## src/rtl/simplebus_pkg.sv

```systemverilog
// simplebus_pkg: command codes, RX state encoding and parity helper shared by the simplebus target.
package simplebus_pkg;
  localparam logic [7:0] CMD_READ      = 8'h02;
  localparam logic [7:0] CMD_WRITE     = 8'h03;
  localparam logic [7:0] CMD_READ_ACK  = 8'h82;
  localparam logic [7:0] CMD_WRITE_ACK = 8'h83;
  typedef logic [2:0] rx_state_t;
  localparam rx_state_t ST_IDLE  = 3'd0;
  localparam rx_state_t ST_WADDR = 3'd1;
  localparam rx_state_t ST_RADDR = 3'd2;
  localparam rx_state_t ST_WSEL  = 3'd3;
  localparam rx_state_t ST_WDATA = 3'd4;
  localparam rx_state_t ST_ISSUE = 3'd5;
  localparam rx_state_t ST_RWAIT = 3'd6;
  function automatic logic odd_parity(input logic [7:0] b);
    return ~^b;
  endfunction
endpackage

```

## src/rtl/simplebus_tx_shifter.sv

```systemverilog
// simplebus_tx_shifter: shifts a loaded byte vector onto the bus LSB first; zero fill means idle once drained.
module simplebus_tx_shifter
  import simplebus_pkg::*;
#(
  parameter int NBYTES = 9
) (
  input  logic                clk,
  input  logic                rst,
  input  logic                load,
  input  logic [8*NBYTES-1:0] load_vec,
  output logic [7:0]          bus_out,
  output logic                bus_pty_out,
  output logic                busy
);
  logic [8*NBYTES-1:0] sr;
  logic [7:0] nxt;
  assign nxt  = load ? load_vec[7:0] : sr[7:0];
  assign busy = |sr;
  always_ff @(posedge clk) begin
    if (rst) begin
      sr          <= '0;
      bus_out     <= '0;
      bus_pty_out <= 1'b1;
    end else begin
      sr          <= (load ? load_vec : sr) >> 8;
      bus_out     <= nxt;
      bus_pty_out <= odd_parity(nxt);
    end
  end
endmodule

```

## src/rtl/simplebus_target.sv

```systemverilog
// simplebus_target: deframes parity-protected simplebus READ/WRITE frames into local valid/ready requests
// and serialises the acks (with read data) back onto the bus.
module simplebus_target
  import simplebus_pkg::*;
#(
  parameter int ADDR_BYTES  = 4,
  parameter int DATA_BYTES  = 8,
  parameter int RSP_TIMEOUT = 255
) (
  input  logic                    clk,
  input  logic                    rst,
  input  logic [7:0]              bus_in,
  input  logic                    bus_pty_in,
  output logic [7:0]              bus_out,
  output logic                    bus_pty_out,
  output logic                    req_valid,
  input  logic                    req_ready,
  output logic                    req_we,
  output logic [8*ADDR_BYTES-1:0] req_addr,
  output logic [DATA_BYTES-1:0]   req_sel,
  output logic [8*DATA_BYTES-1:0] req_wdata,
  input  logic                    rsp_valid,
  input  logic [8*DATA_BYTES-1:0] rsp_rdata,
  output logic                    err_parity,
  output logic                    err_cmd,
  output logic                    err_timeout
);
  localparam int TW = 8*(DATA_BYTES+1);
  rx_state_t state;
  logic [2:0] idx;
  logic [15:0] timer;
  logic suppress, bad, hs, wr_ack, rd_ack, tx_load, tx_busy, expired;
  logic [TW-1:0] tx_vec;
  assign bad     = bus_pty_in != odd_parity(bus_in);
  assign hs      = req_valid && req_ready;
  assign expired = timer == 16'(RSP_TIMEOUT-1);
  assign wr_ack  = state == ST_ISSUE && hs && req_we && !suppress && !bad;
  assign rd_ack  = state == ST_RWAIT && rsp_valid && !bad;
  assign tx_load = wr_ack || rd_ack;
  assign tx_vec  = rd_ack ? {rsp_rdata, CMD_READ_ACK} : TW'(CMD_WRITE_ACK);
  always_ff @(posedge clk) begin
    if (rst) begin
      state       <= ST_IDLE;
      idx         <= '0;
      timer       <= '0;
      suppress    <= 1'b0;
      req_valid   <= 1'b0;
      req_we      <= 1'b0;
      req_addr    <= '0;
      req_sel     <= '0;
      req_wdata   <= '0;
      err_parity  <= 1'b0;
      err_cmd     <= 1'b0;
      err_timeout <= 1'b0;
    end else begin
      if (bad) err_parity <= 1'b1;
      case (state)
        ST_IDLE: if (!bad) begin
          idx <= '0;
          if (bus_in == CMD_WRITE) state <= ST_WADDR;
          else if (bus_in == CMD_READ) state <= ST_RADDR;
          else if (bus_in != 8'h00) err_cmd <= 1'b1;
        end
        ST_WADDR, ST_RADDR: if (bad) state <= ST_IDLE; else begin
          req_addr[8*idx +: 8] <= bus_in;
          idx <= idx + 3'd1;
          if (idx == 3'(ADDR_BYTES-1)) begin
            idx   <= '0;
            state <= state == ST_WADDR ? ST_WSEL : ST_ISSUE;
            if (state == ST_RADDR) begin
              req_we    <= 1'b0;
              req_sel   <= '1;
              req_valid <= 1'b1;
            end
          end
        end
        ST_WSEL: if (bad) state <= ST_IDLE; else begin
          req_sel <= bus_in[DATA_BYTES-1:0];
          state   <= ST_WDATA;
        end
        ST_WDATA: if (bad) state <= ST_IDLE; else begin
          req_wdata[8*idx +: 8] <= bus_in;
          idx <= idx + 3'd1;
          if (idx == 3'(DATA_BYTES-1)) begin
            idx       <= '0;
            req_we    <= 1'b1;
            req_valid <= 1'b1;
            state     <= ST_ISSUE;
          end
        end
        ST_ISSUE: begin
          // a corrupted byte here cannot cancel the local handshake, only its ack
          if (bad) suppress <= 1'b1;
          else if (bus_in != 8'h00) err_cmd <= 1'b1;
          if (hs) begin
            req_valid <= 1'b0;
            suppress  <= 1'b0;
            timer     <= '0;
            state     <= req_we || suppress || bad ? ST_IDLE : ST_RWAIT;
          end
        end
        ST_RWAIT: begin
          timer <= timer + 16'd1;
          if (bad || rsp_valid || expired) state <= ST_IDLE;
          if (!bad && bus_in != 8'h00) err_cmd <= 1'b1;
          if (!bad && !rsp_valid && expired) err_timeout <= 1'b1;
        end
        default: state <= ST_IDLE;
      endcase
    end
  end
  // the host protocol guarantees the previous ack has drained before a new one is queued
  always_ff @(posedge clk) assert (rst || !tx_load || !tx_busy);
  simplebus_tx_shifter #(.NBYTES(DATA_BYTES+1)) u_tx (
    .clk        (clk),
    .rst        (rst),
    .load       (tx_load),
    .load_vec   (tx_vec),
    .bus_out    (bus_out),
    .bus_pty_out(bus_pty_out),
    .busy       (tx_busy)
  );
endmodule

```

## config.mk

```make
export PLATFORM = sky130hd
export DESIGN_NAME = simplebus_target
export DESIGN_NICKNAME = d
export VERILOG_FILES = /design/src/rtl/simplebus_pkg.sv /design/src/rtl/simplebus_tx_shifter.sv /design/src/rtl/simplebus_target.sv
export SDC_FILE = /design/constraint.sdc
export NUM_CORES = 1
export LEC_CHECK = 0
export ABC_AREA = 0
export BUFFER_PORTS_ARGS = -buffer_cell sky130_fd_sc_hd__buf_2
export CAP_MARGIN = 20
export CORE_UTILIZATION = 48
export DETAILED_ROUTE_END_ITERATION = 8
export MAX_ROUTING_LAYER = met4
export PLACE_DENSITY = 0.73
export SYNTH_ARGS = -nofsm -noshare
export SYNTH_HDL_FRONTEND = slang
export SYNTH_SLANG_ARGS = --single-unit
```

## constraint.sdc

```tcl
create_clock -name clk -period 2.8 [get_ports clk]
set_input_delay 0.14 -clock clk [delete_from_list [all_inputs] [get_ports clk]]
set_output_delay 0.14 -clock clk [all_outputs]
set_load 0.05 [all_outputs]
```

==> reports/qor.yml <==
global_route:
  grt-ovfl-total: 0
  grt_usage: 0.261
  met2_usage: 0.432
  grt.busiest_layer: "met2"
  grt_max_degree: 71
  antenna_found_initial: 2
  use_met1: 0.319
  grt_pass1_vias: 7136
  grt_pass1_wl_um: 35900
  grtUsageMet3: 0.0488
cts:
  clk_pin_slew_ps: 60
  cts_root_buffer: "clkbuf_16"
  ctsHoldBuffers: 66
  ctsResizeCount: 0
  clock_latency_ps: 500
  post_cts_buffers: 0
  cts_buffer_depth: 3
  cts.htree.levels: 1
  cts_inserted_buffers: 22
  tritoncts: "done"
  clock-sinks: 205
worst_setup_path:
  cp.arrival_ps: 3020
  crit_type: "flip-flop to flip-flop"
  critPathRequiredTime_ps: 3230
  critPathLaunchType: "flip-flop"
  critPathMaxFanout: 16
  endpoint_kind: "flip-flop"
timing:
  layout_min_cycle_time_ps: 2590
  fin_skew_ps: 15.5
  timing.final.hold_violations: 0
  tightestPinTransition_ps: 776
  slew_violations: 0
  finalSetupViolCount: 0
  max_freq_ghz: 0.386
  slew_headroom: 0.480
  rsz0062_at_grt: "false"
  fin_ws_ps: 212
  period_share: 0.924
  tns_ps: 0
layout:
  multi_input_area_mm2: 0.00370
  seqCellArea_mm2: 0.00410
  nets: 1219
  final_core_util: 0.653
  fin_cells: 1364
  final_area_mm2: 0.0108
  area_delta_synth_final_pct: 32.9
  fillers: 1358
  layout-drive-gt1-share: 0.244
placed_design:
  dpl_cell_area_mm2: 0.00941
  placed_cells: 1258
  dpl_worst_slack_ps: 209
  dpl.hpwl_um: 14300
  port_buffers: 194
  gp_congestion: 0.898
die:
  start_util: 0.491
  die_x_um: 132
  coreArea_mm2: 0.0166
  num_rows: 47
  dieArea_mm2: 0.0175
  io_pins: 195
  die_y_um: 132
routing:
  drtIter0Drc: 419
  via_per_inst: 5.36
  drt_wl_total_um: 22300
  ant_nets: 0
  wire_per_inst_um: 16.3
  vias: 7312
  drc_errors: 0
  first_pass_iters: 5
yosys:
  syn_nets: 963
  synth-edff-count: 0
  ys_ff_latch: 205
  avgSynthCellArea_um2: 9.34
  syn_inst: 872
  synth_flop_cell: "dfxtp_1"
  syn_area_mm2: 0.00814
  synth.most_common_cell: "dfxtp_1"
  synth.yosys.warnings: 0
  yosysTopAreaCellShare: 0.504
  synthTopCellsByCount: "dfxtp_1 (205), nor2_1 (88), nand2_1 (70), a21oi_1 (63), a22o_1 (56)"
  synth_top_area_cell: "dfxtp_1"
  async_reset_ff_frac: 0
  synthTopCellsByArea: "dfxtp_1 (50%), a22o_1 (6.0%), mux2i_1 (4.9%)"
  yosysUniqueCellTypes: 63
  yosysSeqAreaShare: 0.504
job:
  cap_violations: 0
pwr:
  power_leakage_nw: 4.81
  p_per_area_mw_per_mm2: 609
  vdd_ir_drop_max_mv: 0.420
run_status:
  outcome: "finished clean"
min_path:
  hold_path.class: "input pin to flip-flop"
[cell usage in the layout (no fill, tap or decap), types with 3 or more instances in the layout]
cell type,Yosys,layout
and4_1,4,4
a31oi_1,4,4
or4_1,5,5
buf_4,1,32
o21a_1,3,3
nand3_1,45,45
buf_2,16,193
mux2i_1,40,40
a21oi_1,63,62
clkbuf_1,41,4
and3_1,13,13
clkbuf_16,0,23
dlygate4sd3_1,0,66
clkbuf_8,0,4
nand2b_1,13,13
nor4b_1,4,4
inv_1,26,26
ha_1,14,14
a22o_1,56,56
nor2_1,88,88
nand4_1,11,11
and2_1,18,18
xnor2_1,6,6
mux2_2,3,3
nand2_1,70,70
dfxtp_1,205,205
a211oi_1,14,14
bufinv_16,0,3
a311oi_1,4,4
or3_1,22,22
o21ai_0,24,24
diode_2,0,3
nor2b_1,5,5
nor3_1,11,11
clkinv_2,0,3
[where the power goes]
part	switching [mW]	internal (mW)
sequential	0.0135	2.93
clock	1.14	1.87
combinational	0.398	0.242
[cells by family (layout without fill, tap and decap cells)]
kind of cell | Yosys count | in the layout | synth area share
compound gates | 183 | 183 | 0.153
other cells | 0 | 3 | 0
mux | 43 | 43 | 0.0533
flops | 205 | 205 | 0.504
fa+ha+maj | 14 | 14 | 0.0215
buf+inv | 87 | 356 | 0.0439
xor+xnor | 11 | 11 | 0.0167
simple gates | 329 | 329 | 0.208
[metrics by stage]
step	hold slack, ps	total power, mW
after floorplan	262	3.36
after global placement	339	3.56
after detailed placement	344	3.56
after CTS	60.4	6.62
after global routing	94.2	6.83
final	68.3	6.59
[sequential cells by signal (all words and copies together), names as in the netlist, 3 cells and up]
name / flops
idx: 3
req_addr: 32
req_sel: 8
req_wdata: 64
state: 3
timer: 16
u_tx.bus_out: 8
u_tx.sr: 64
[final cells by class]
type,instances,share of cell area
Antenna cell,3,0.000693
Timing Repair Buffer,292,0.174
Inverter,27,0.00936
Tap cell,220,0.0254
Multi-Input combinational cell,580,0.342
Sequential cell,205,0.379
Clock buffer,31,0.0596
Clock inverter,6,0.00971
[metal layers]
layer	up-vias	wire (um)
met5	-	0
met2	237	10800
met4	0	638
met3	54	1410
li1	3598	-
met1	3423	9400
[final timing paths]
| path | start | endpoint | slack (ps) | cells past startpoint |
|---|---|---|---|---|
| setup / recovery | idx[1]$_SDFFE_PP0P_ | req_wdata[1]$_SDFFE_PP0P_ | 210 | 9 |
| hold reg to reg | u_tx.sr[42]$_SDFF_PP0_ | u_tx.sr[34]$_SDFF_PP0_ | 450 | 1 |
| setup reg to reg | idx[1]$_SDFFE_PP0P_ | req_wdata[1]$_SDFFE_PP0P_ | 210 | 9 |
| hold / removal | req_ready | suppress$_SDFFE_PP0P_ | 70 | 4 |
[worst max-delay path: stages, from the launching register on]
cell and delay, ps:
dfxtp_1 400, inv_1 60, ha_1 180, ha_1 290
or3b_2 460, nor2_1 190, nand3_1 100, buf_4 200
or4_1 450, a21oi_1 160
(Power assumes the default switching activity.)
